==> src/rtl/video_resync_ctrl.sv <==
// HDMI timing generator resync sequencer: qualify mode, configure, align, lock.
// Optional: VIDEO_RESYNC_FORWARD_EN forwards every vreset_in while locked.
module video_resync_ctrl #(
  parameter int unsigned STABLE_FRAMES  = 4,
  parameter int unsigned TIMEOUT_FRAMES = 8
) (
  input  logic       clk,
  input  logic       reset,
  input  logic [1:0] mode_in,
  input  logic       vreset_in,
  input  logic       frame_tick,
  output logic [1:0] cfg_mode,
  output logic       cfg_valid,
  input  logic       cfg_ready,
  output logic       hdmi_vreset,
  output logic       locked,
  output logic [7:0] resync_count
);

  localparam logic [3:0] SF = 4'(STABLE_FRAMES);
  localparam logic [3:0] TF = 4'(TIMEOUT_FRAMES);

  typedef enum logic [1:0] {
    S_QUAL,
    S_CFG,
    S_ALIGN,
    S_LOCK
  } state_t;

  state_t     state, state_n;
  logic [1:0] cand, cand_n;
  logic [3:0] cnt, cnt_n;
  logic [3:0] tcnt, tcnt_n;
  logic [1:0] cfg_mode_n;
  logic       cfg_valid_n;
  logic       hv_n;
  logic       locked_n;
  logic [7:0] rc_n;
  logic       requal;
  logic       mism;

  assign mism = frame_tick && (mode_in != cfg_mode);

  // Next-state and registered-output decode
  always_comb begin
    state_n     = state;
    cand_n      = cand;
    cnt_n       = cnt;
    tcnt_n      = tcnt;
    cfg_mode_n  = cfg_mode;
    cfg_valid_n = cfg_valid;
    hv_n        = 1'b0;
    locked_n    = locked;
    rc_n        = resync_count;
    requal      = 1'b0;
    unique case (state)
      S_QUAL: begin
        if (frame_tick) begin
          if (mode_in == 2'd3 || mode_in != cand) begin
            cand_n = mode_in;
            cnt_n  = 4'd0;
          end else if (cnt + 4'd1 == SF) begin
            state_n     = S_CFG;
            cfg_mode_n  = cand;
            cfg_valid_n = 1'b1;
            cnt_n       = 4'd0;
          end else begin
            cnt_n = cnt + 4'd1;
          end
        end
      end
      S_CFG: begin
        if (cfg_valid && cfg_ready) begin
          state_n     = S_ALIGN;
          cfg_valid_n = 1'b0;
          tcnt_n      = 4'd0;
        end
      end
      S_ALIGN: begin
        if (vreset_in) begin
          hv_n     = 1'b1;
          locked_n = 1'b1;
          state_n  = S_LOCK;
        end else if (mism) begin
          requal = 1'b1;
        end else if (frame_tick) begin
          if (tcnt + 4'd1 == TF) begin
            requal = 1'b1;
          end else begin
            tcnt_n = tcnt + 4'd1;
          end
        end
      end
      S_LOCK: begin
        if (mism) begin
          locked_n = 1'b0;
          requal   = 1'b1;
        end else if (vreset_in) begin
`ifdef VIDEO_RESYNC_FORWARD_EN
          hv_n = 1'b1;
`else
          hv_n = 1'b0;
`endif
        end
      end
      default: state_n = S_QUAL;
    endcase
    if (requal) begin
      state_n = S_QUAL;
      cand_n  = mode_in;
      cnt_n   = 4'd0;
      if (resync_count != 8'hFF) begin
        rc_n = resync_count + 8'd1;
      end
    end
  end

  // State and output registers
  always_ff @(posedge clk or posedge reset) begin
    if (reset) begin
      state        <= S_QUAL;
      cand         <= 2'd0;
      cnt          <= 4'd0;
      tcnt         <= 4'd0;
      cfg_mode     <= 2'd0;
      cfg_valid    <= 1'b0;
      hdmi_vreset  <= 1'b0;
      locked       <= 1'b0;
      resync_count <= 8'd0;
    end else begin
      state        <= state_n;
      cand         <= cand_n;
      cnt          <= cnt_n;
      tcnt         <= tcnt_n;
      cfg_mode     <= cfg_mode_n;
      cfg_valid    <= cfg_valid_n;
      hdmi_vreset  <= hv_n;
      locked       <= locked_n;
      resync_count <= rc_n;
    end
  end

endmodule

==> config.mk <==
export PLATFORM = sky130hd
export DESIGN_NAME = video_resync_ctrl
export DESIGN_NICKNAME = d
export VERILOG_FILES = /design/src/rtl/video_resync_ctrl.sv
export SDC_FILE = /design/constraint.sdc
export NUM_CORES = 1
export LEC_CHECK = 0
export CAP_MARGIN = 25
export CELL_PAD_IN_SITES_DETAIL_PLACEMENT = 1
export CELL_PAD_IN_SITES_GLOBAL_PLACEMENT = 1
export CORE_ASPECT_RATIO = 1.2
export CORE_UTILIZATION = 31
export CTS_CLUSTER_DIAMETER = 30
export DETAILED_ROUTE_END_ITERATION = 6
export PLACE_DENSITY_LB_ADDON = 0.1
export SYNTH_ARGS = -nofsm -noshare
export SYNTH_HDL_FRONTEND = slang
export SYNTH_SLANG_ARGS = --single-unit
==> constraint.sdc <==
create_clock -name clk -period 2.4 [get_ports clk]
set_input_delay 0.48 -clock clk [delete_from_list [all_inputs] [get_ports clk]]
set_output_delay 0.48 -clock clk [all_outputs]
set_load 0.1 [all_outputs]
Word-level counts from Yosys, hierarchy flattened. Cells that the tools add are included.

Bitwise gates (word level): 1. Eq/ne operators: 24. $add $sub $neg: 3. Muxes and demuxes: 38. Reduce and logical (&&, ||, !) cells: 19.

Operators with widths (number): $mux W4 (10); $mux W2 (10); $ne A2 B2 Y1 const B (10); $ne A3 B3 Y1 const B (5); $mux W1 (13); $reduce_and A6 Y1 (2); $reduce_bool A2 Y1 (6); $add A4 B1 Y4 const B (2); $add A8 B1 Y8 const B (1); $ne A8 B8 Y1 const B (1); $pmux W4 S2 (1); $eq A2 B2 Y1 const B (3); $pmux W1 S2 (3); $pmux W2 S3 (1); $reduce_and A3 Y1 (2); $reduce_and A5 Y1 (1); $eq A4 B3 Y1 const B (1); $eq A4 B4 Y1 const B (1); $ne A2 B2 Y1 (2); $reduce_and A2 Y1 (2); $reduce_and A4 Y1 (1); $reduce_bool A4 Y1 (1); $eq A2 B1 Y1 const B (1); $logic_and A1 B1 Y1 (2); 3 further kinds (3).

Output and inout port bits: 13. Input bits: 7. Flip-flop bits (word level): 25. Logic and storage cells: 94.

Depth between registers and ports, before layout. Gate-level depths: netlist of run 1.

Word-level depth: 9. Depth in mapped cells: 8. Mapped depth without buffers: 8.

Least setup slack after synthesis of run 1. No wires, ideal clock.

Kind: reg-to-reg. From: register cfg_mode[1]. To: register resync_count[1]. Setup time: 0.126 ns. Period minus slack after synthesis: 2.476 ns. Setup slack: -0.076 ns. Data arrival time: 2.350 ns. Required time: 2.274 ns. Buffers on the path: 0. Stages on the path, launching flop included: 6. Cell sequence: dfrtp_1 xor2_1 a311o_2 or2_2 nand4_2 mux2_2.

Longest elaborated chain between the ends: 6. Elaborated cells on any way between the ends: 7. Classes of those cells: eq/ne: 1; mux: 4; reduce/logical: 2.

RTL lines: from (decl) (RTL line 12) `output logic [1:0] cfg_mode,`; from (signal assigned) (RTL line 135) `cfg_mode <= cfg_mode_n;`; $ne A2 B2 Y1 (*) (RTL line 42) `assign mism = frame_tick && (mode_in != cfg_mode);`; $logic_and A1 B1 Y1 (*) (RTL line 42); $mux W1 (RTL line 84) `end else if (mism) begin`; $mux W1 (RTL line 80) `if (vreset_in) begin`; $pmux W1 S2 (*) (RTL line 56) `unique case (state)`; $reduce_and A2 Y1 (no source line) (*); to (signal assigned) (RTL line 139) `resync_count <= rc_n;`; to (decl) (RTL line 17) `output logic [7:0] resync_count`.

Mark *: on every way between the ends. The rest lies on a longest branch, timed or not. A chain may end at the register's enable or synchronous reset.

Worst setup path in the final report of run 1.
From: input port mode_in[0]. To: register cand[1].

Longest elaborated chain between the ends: 7. Elaborated cells on any way between the ends: 14. Classes of those cells: eq/ne: 3; mux: 5; reduce/logical: 6.

RTL lines: from (decl) (RTL line 9) `input logic [1:0] mode_in,`; $ne A2 B2 Y1 (RTL line 42); $logic_and A1 B1 Y1 (RTL line 42); $mux W1 (RTL line 84); $mux W1 (RTL line 80); $pmux W1 S2 (RTL line 56); $reduce_bool A2 Y1 (no source line); $reduce_and A3 Y1 (no source line); to (signal assigned) (RTL line 132) `cand <= cand_n;`; to (decl) (RTL line 31) `logic [1:0] cand, cand_n;`.

Several ways; a longest one is shown, not always the timed one.

==> results.rst, run 1 <==
.. list-table::
   :header-rows: 1

   * - Metric
     - Value
   * - Outcome
     - complete, no violations
   * - Via count
     - 1,334
   * - Cell row count
     - 28
   * - Number of top-level design ports
     - 20
   * - Post-synthesis sequential area ratio
     - 39.65%
   * - Largest delay share family, worst path
     - compound AO/OA/AOI/OAI gates
   * - Syn Nets
     - roughly 170
   * - Die footprint
     - 5380 um^2
   * - Routed Antenna Nets
     - 0
   * - Area inside the core boundary
     - 4905 um^2
   * - Inserted Clock Buffers
     - 3
   * - Highest clock frequency the design can meet
     - between 400 and 500 MHz
   * - Worst Skew
     - 0.005054 ns
   * - Ratio of total power to cell area
     - 367.8 nW/um^2
   * - Quantity of hold-fixing buffers added after cts
     - 0
   * - Max-cap viol count
     - 0
   * - Gp weighted congestion
     - around 0.81
   * - Clock root cell
     - clkbuf_8
   * - Worst hold path type
     - reg2reg
   * - Number of violations reported at the end of detailed-routing iteration 0
     - 44
   * - Cells taking the most area after synthesis
     - dfrtp_1, ha_1, mux2_2
   * - Number of enable flip-flop cells after synthesis
     - 0
   * - Area of combinational cells with multiple inputs
     - about 930 um^2
   * - CTS tree
     - built
   * - Fill cell instance count of the final layout
     - 572
   * - Clock share of power
     - 36.0%
   * - Hold WS
     - 0.5014 ns
   * - Max-Slew Margin vs Limit
     - between 70% and 80%
   * - Largest net degree at the start of global routing
     - 26
   * - Global-route wire length before repair
     - 6713 um
   * - Register area
     - 628.1 um^2
   * - Final setup vio count
     - 0
   * - Signed area change from the synthesized netlist to the final layout
     - 25.85%
   * - Overflow left after global routing
     - 0
   * - Required time at the worst-slack endpoint
     - 2.56 ns
   * - Net total in the final layout
     - between 200 and 250
   * - Relative contribution of sequential cells to total power
     - 57.6%
   * - Clk pin slew, worst setup/hold paths
     - 0.10 ns
   * - Cell count after synthesis
     - around 160
   * - Critical path, cell by cell
     - clkdlybuf4s50_1 > buf_4 > xor2_2 > a311o_2 > nor2_1 > a21oi_1 > o21ai_2 > mux2_2
   * - Area share of the largest cell type after synthesis
     - 39.65%
   * - Antenna violations before repair
     - 0
   * - Max VDD drop
     - approximately 0.00026 V
   * - Largest stage delay on the critical path
     - 0.45 ns
   * - Count of yosys warnings during synthesis
     - 0
   * - Number of failing hold endpoints at the final stage
     - 0
   * - Finished Core Util
     - 40.48%
   * - Mean routed wirelength per cell
     - 15.31 um
   * - Pre-CTS setup slack
     - -0.1885 ns
   * - Flops & latches, synth
     - 25
   * - Netlist area before placement
     - 1578 um^2
   * - Aggregate routed wire length
     - 3903 um
   * - Overall die width
     - 67.13 um
   * - Leading area contributor after synthesis
     - dfrtp_1
   * - PortBufs
     - 19
   * - DP HPWL
     - 3060 um
   * - Leakage
     - 0.9271 nW
   * - Minimum clock period
     - 2.278 ns
   * - Crit end category
     - register
   * - Source-to-sink clock delay at the later pin of the worst-skew pair
     - 0.27 ns
   * - Die height
     - ~80 um
   * - Fraction of registers with async set/reset
     - 100.0%
   * - Proportion of power drawn by combinational gates
     - 6.4%
   * - Unique cell type count in the Yosys netlist
     - between 40 and 50
   * - Internal
     - between 0.5 and 0.6 mW
   * - Post-DR vias/cell
     - ~5.2
   * - Antenna diodes
     - 0
   * - Count of unresolved DRC violations after routing
     - 0
   * - Switching Fraction
     - 23.12%
   * - Setup ws final
     - ~0.12 ns
   * - Final cycle utilization of the critical path
     - 94.90%
   * - Number of buffers on the longest clock path
     - 2
   * - Number of pins exceeding their max-slew limit in the final report
     - 0
   * - Total routing resource utilization after global routing
     - 16.48%
   * - Net switching power of the design
     - 0.1689 mW
   * - H-tree lvl count
     - 1
   * - CP arrival
     - 2.44 ns
   * - Startpoint type of the worst setup path
     - primary input
   * - Via count of the first global-routing pass
     - 1,455
   * - First-pass iteration count of the detailed router
     - 4
   * - WS Path Type
     - in2reg
   * - Fraction of layout instances using a drive strength above 1
     - around 29%
   * - Worst reg-to-reg setup slack
     - about 0.22 ns
   * - Worst-margin pin slew
     - 0.4421 ns
   * - Primary flip-flop cell chosen by synthesis mapping
     - dfrtp_1
   * - Maximum fanout encountered on the critical timing path
     - 3
   * - Mean instance size in the synthesized netlist
     - 10.11 um^2
   * - Crit path buf inv count
     - 2
   * - Sinks on the clock net
     - 25
   * - Initial standard-cell utilization of the core
     - 32.17%
   * - Cell with the biggest individual delay on the critical path
     - clkdlybuf4s50_1
## metal layers
metal	vias to the layer above	global-route usage (%)	routed length, um
li1	650	-	-
met1	655	19.79	1642
met2	22	29.20	2097
met3	7	2.131	106
met4	0	5.957	57
met5	-	0	0
## state kept, by name (all words and copies together) (netlist names)
name and flops:
resync_count 8, cand 2, state 2, cfg_mode 2, cnt 4, hdmi_vreset 1, tcnt 4, cfg_valid 1
locked 1
## final timing paths
kind | startpoint | endpoint | cells past startpoint
worst max-delay path | mode_in[0] | cand[1] | 8
worst min-delay path | resync_count[4] | resync_count[4] | 1
worst max register to register | cnt[0] | state[1] | 8
worst min register to register | resync_count[4] | resync_count[4] | 1
max in group asynchronous | reset | cfg_mode[1] | 3
min in group asynchronous | reset | state[0] | 3
## what timing repair did
| item | 4_1_cts | 5_1_grt |
|---|---|---|
| setup buffers | 0 | 2 |
| endpoints found under the setup margin | 0 | 1 |
| resized for setup | 0 | 2 |
| hold endpoints to repair | 0 | 0 |
## cell families (layout without fill, tap and decap cells)
logic type	after synthesis	in the layout	synth area share (%)
compound gates	35	35	17.92
xor+xnor	9	9	5.472
fa+ha+maj	9	9	7.137
buf+inv	6	45	1.427
flops	25	25	39.65
mux	8	8	5.631
simple gates	64	64	22.76
## worst register-to-register path, delay by kind of cell (launching register included)
family / cells / cell delay [ns]
buffers and inverters: 1 / 0.15
AOI/OAI and AO/OA: 4 / 0.69
adders and majority gates: 1 / 0.24
and+or+nand+nor: 2 / 0.56
DFF: 1 / 0.46
## layout by cell type, fill, tap and decap left out, drive strengths merged, types with 5 or more instances in the layout
cell	n
buf	30
clkdlybuf4s50	6
mux2	7
a21oi	5
o21ai	7
inv	5
nand2	8
nor2	15
dfrtp	25
nand3	10
nor3	5
ha	9
xor2	7
## synth_stat cells, types with 2 or more instances
library cell  count
xnor2_1           2
o2bb2ai_1         3
xor2_1            6
nand3b_1          2
nand3_1          10
inv_1             5
nand2_1           8
or4bb_1           2
a21oi_1           4
o31ai_1           2
a22o_2            2
o21a_1            3
o21ai_0           6
dfrtp_1          25
nand4_1           3
nand2b_1          4
and2_1            2
mux2_2            7
a21boi_0          2
nor2_1           15
ha_1              9
nor3_1            5
nor2b_1           2
a31oi_1           2
## cell type report
cell class                 instances  share of cell area [%]
clock buffer                       3                   2.079
clock inverter                     1                  0.3781
inverter                           5                  0.9452
multi-input combinational        125                   46.82
sequential                        25                   31.63
tap                               60                   3.781
timing repair buffer              36                   14.37
## metrics by stage
step | setup TNS [ns] | area [um^2] | power (mW) | cells
finish | 0 | 1986 | 0.7304 | 255
global route | -0.005699 | 1986 | 0.7650 | 255
CTS | 0 | 1971 | 0.7513 | 253
detailed placement | -2.346 | 1922 | 0.4760 | 249
global placement | -1.015 | 1922 | 0.4742 | 249
floorplan | 0 | 1580 | 0.4469 | 156
## power by group through the flow
| stage | Sequential [mW] | Clock [mW] | Combinational, mW |
|---|---|---|---|
| 2_1_floorplan | 0.429 | 0 | 0.0177 |
| 3_3_place_gp | 0.429 | 0 | 0.0451 |
| 3_5_place_dp | 0.429 | 0 | 0.0468 |
| 4_1_cts | 0.421 | 0.283 | 0.0470 |
| 5_1_grt | 0.421 | 0.292 | 0.0520 |
| 6_report | 0.421 | 0.263 | 0.0469 |
(Power assumes the default switching activity.)
==> inputs of run 2 (changes only) <==
SKIP_LAST_GASP = 1   (was default)
==> results of run 2 <==
The final DEF is identical to that of run 1; final timing and power are the same.
==> inputs of run 3 (changes only) <==
CELL_PAD_IN_SITES_DETAIL_PLACEMENT = default   (was 1)
CELL_PAD_IN_SITES_GLOBAL_PLACEMENT = default   (was 1)
==> run 3 against run 2 <==
Largest cell class unchanged. Non-clock buffer count down 4. Worst setup slack worse by 0.0050 ns. Wire length down 6.2%. First-iteration DRC count down 43%. Combinational power down 13%. Core utilization down 0.66 points. Maximum frequency down 0.22%. Critical path depth up 1. Final area down 1.6%. Flip-flop and latch count unchanged. Sequential share of layout area up 0.53 points.
==> results.rst, run 3 (synthesized netlist as in run 1, its figures left out) <==
.. list-table::
   :header-rows: 1

   * - Metric
     - Value
   * - Max FFs per register
     - 8 (unchanged)
   * - H-tree lvl count
     - 1 (unchanged)
   * - Number of failing hold endpoints at the final stage
     - 0 (unchanged)
   * - Die footprint
     - 5380 um^2 (unchanged)
   * - Mean routed wirelength per cell
     - 14.59 um (-4.7%)
   * - Antenna diodes
     - 0 (unchanged)
   * - Area of combinational cells with multiple inputs
     - 929.6 um^2 (unchanged)
   * - Routed Antenna Nets
     - 0 (unchanged)
   * - Outcome
     - complete, no violations
   * - Gp weighted congestion
     - 0.8513 (+4.6%)
   * - Worst reg-to-reg path cell count
     - 8 (unchanged)
   * - Critical R2R Capture
     - state[1]
   * - Fraction of layout instances using a drive strength above 1
     - 26.70% (-2.0 points)
   * - Leakage
     - 0.9116 nW (-1.7%)
   * - Most frequent cells in the layout
     - buf_4, dfrtp_1, nor2_1, nand3_1, ha_1
   * - Number of pins exceeding their max-slew limit in the final report
     - 0 (unchanged)
   * - Overall die width
     - 67.13 um (unchanged)
   * - Final setup vio count
     - 0 (unchanged)
   * - Number of buffers on the longest clock path
     - 2 (unchanged)
   * - Overflow left after global routing
     - 0 (unchanged)
   * - Post-DR vias/cell
     - 5.255 (+0.45%)
   * - Count of unresolved DRC violations after routing
     - 0 (unchanged)
   * - First-pass iteration count of the detailed router
     - 6 (+2)
   * - Max-Slew Margin vs Limit
     - 67.87% (-2.4 points)
   * - Via count of the first global-routing pass
     - 1,307 (-10%)
   * - Critical path, cell by cell
     - clkdlybuf4s50_1 > buf_4 > xor2_2 > a311o_2 > or2_2 > nand4_2 > buf_4 > nor2_1 > xor2_1
   * - Post-placement cell count
     - 247 (-0.80%)
   * - Register name with the most flops
     - resync_count
   * - Clk pin slew, worst setup/hold paths
     - 0.09 ns (about the same)
   * - Largest stage delay on the critical path
     - 0.43 ns (-0.02 ns)
   * - Worst r2r src
     - cnt[0]
   * - Highest clock frequency the design can meet
     - 438.1 MHz (-0.22%)
   * - Clock root cell
     - clkbuf_8
   * - Cell row count
     - 28 (unchanged)
   * - Die height
     - 80.15 um (unchanged)
   * - Total routing resource utilization after global routing
     - 15.00% (-1.5 points)
   * - CP arrival
     - 2.44 ns (about the same)
   * - Cell with the biggest individual delay on the critical path
     - clkdlybuf4s50_1
   * - Area inside the core boundary
     - 4905 um^2 (unchanged)
   * - CTS tree
     - built
   * - Final cycle utilization of the critical path
     - 95.11% (+0.21 points)
   * - Inserted Clock Buffers
     - 3 (unchanged)
   * - Via count
     - 1,319 (-1.1%)
   * - Startpoint type of the worst setup path
     - primary input
   * - Signed area change from the synthesized netlist to the final layout
     - 23.79%
   * - Net total in the final layout
     - 208 (-1.9%)
   * - Initial standard-cell utilization of the core
     - 32.17% (unchanged)
   * - Antenna violations before repair
     - 0 (unchanged)
   * - Cell repeated most along the worst path
     - buf_4
   * - Worst reg-to-reg setup slack
     - 0.22 ns (about the same)
   * - Aggregate routed wire length
     - 3662 um (-6.2%)
   * - Minimum clock period
     - 2.283 ns (+0.004954 ns)
   * - Required time at the worst-slack endpoint
     - 2.56 ns (about the same)
   * - Max-cap viol count
     - 0 (unchanged)
   * - Crit end category
     - register
   * - Source-to-sink clock delay at the later pin of the worst-skew pair
     - 0.27 ns (about the same)
   * - Quantity of hold-fixing buffers added after cts
     - 0 (unchanged)
   * - RSZ-0062 raised after global routing
     - false
   * - Global-route wire length before repair
     - 6072 um (-9.5%)
   * - Ratio of total power to cell area
     - 366.8 nW/um^2 (-0.28%)
   * - PortBufs
     - 19 (unchanged)
   * - Hold WS
     - 0.5169 ns (+0.01550 ns)
   * - Most frequent standard cell in the layout excluding fill and tap cells
     - buf_4
   * - Register area
     - 628.1 um^2 (unchanged)
   * - Number of top-level design ports
     - 20 (unchanged)
   * - DP HPWL
     - 2888 um (-5.6%)
   * - Max VDD drop
     - 0.0001917 V (-26%)
   * - Worst hold path type
     - in2async
   * - Fill cell instance count of the final layout
     - 503 (-12%)
   * - Registers with the most flip-flops
     - resync_count (8), cnt (4), tcnt (4)
   * - Worst Skew
     - 0.001975 ns (-0.003078 ns)
   * - Largest net degree at the start of global routing
     - 15 (-42%)
   * - Sinks on the clock net
     - 25 (unchanged)
   * - Number of violations reported at the end of detailed-routing iteration 0
     - 25 (-43%)
   * - Cell Count, Final, Fillers Out
     - 251 (-1.6%)
   * - Worst-margin pin slew
     - 0.4814 ns (+0.03924 ns)
   * - WS Path Type
     - in2reg
   * - Maximum fanout encountered on the critical timing path
     - 5 (+2)
## run 3: cell types whose count changed in the layout (fill, tap and decap cells not counted), sizes merged
| cell | previous run | this run |
|---|---|---|
| clkinvlp | 1 | 0 |
| clkinv | 0 | 1 |
| buf | 30 | 26 |
## run 3: timing repair
item | CTS | global route
gates resized for setup | 0 | 0
setup endpoints to repair | 0 | 2
hold endpoints to repair | 0 | 0
setup buffers | 0 | 0
## run 3: how the worst max path moves through the flow
stage | from | cells after the start | endpoint
2_1_floorplan | cfg_mode[1] | 5 | resync_count[1]
3_3_place_gp | mode_in[0] | 9 | resync_count[3]
3_5_place_dp | mode_in[0] | 8 | cand[1]
4_1_cts | mode_in[0] | 8 | cand[1]
5_1_grt | mode_in[0] | 8 | cand[1]
6_report | mode_in[0] | 9 | resync_count[2]
## run 3: critical path: cells and delay by family
family / cells / cell delay, ns
buffers and inverters: 3 / 0.75
and+or+nand+nor: 3 / 0.52
AOI/OAI and AO/OA: 1 / 0.35
xor gates and xnor gates: 2 / 0.34
## run 3: layout make-up
type                       count  area share (%)
inverter                       5          0.9609
clock buffer                   3           2.114
timing repair buffer          32           13.07
tap                           60           3.844
sequential                    25           32.16
clock inverter                 1          0.2562
multi-input combinational    125           47.60
## run 3: per-layer routing
metal,global-route usage [%],vias to the layer above,share of wire [%],wire length [um]
li1,-,639,-,-
met1,17.15,657,41,1511
met2,27.30,17,55,2003
met3,2.131,6,2.4,87
met4,5.745,0,1.6,59
met5,0,-,0,0
## run 3: power by group
part / internal, mW / switching (mW)
registers: 0.421 / 0
clock network: 0.116 / 0.139
logic: 0.0178 / 0.0229
total: 0.555 / 0.162
## run 3: stage by stage
stage | cell area, um^2 | setup TNS, ns | setup WS (ns) | total power, mW | utilization [%]
after detailed placement | 1907 | -2.291 | -0.1611 | 0.4708 | 38.88
final | 1953 | 0 | 0.1174 | 0.7164 | 39.82
after CTS | 1953 | 0 | 0.1323 | 0.7302 | 39.82
after global placement | 1907 | -1.560 | -0.1137 | 0.4700 | 38.88
after global routing | 1953 | 0 | 0.003561 | 0.7463 | 39.82
after floorplan | 1580 | 0 | 0.2285 | 0.4469 | -
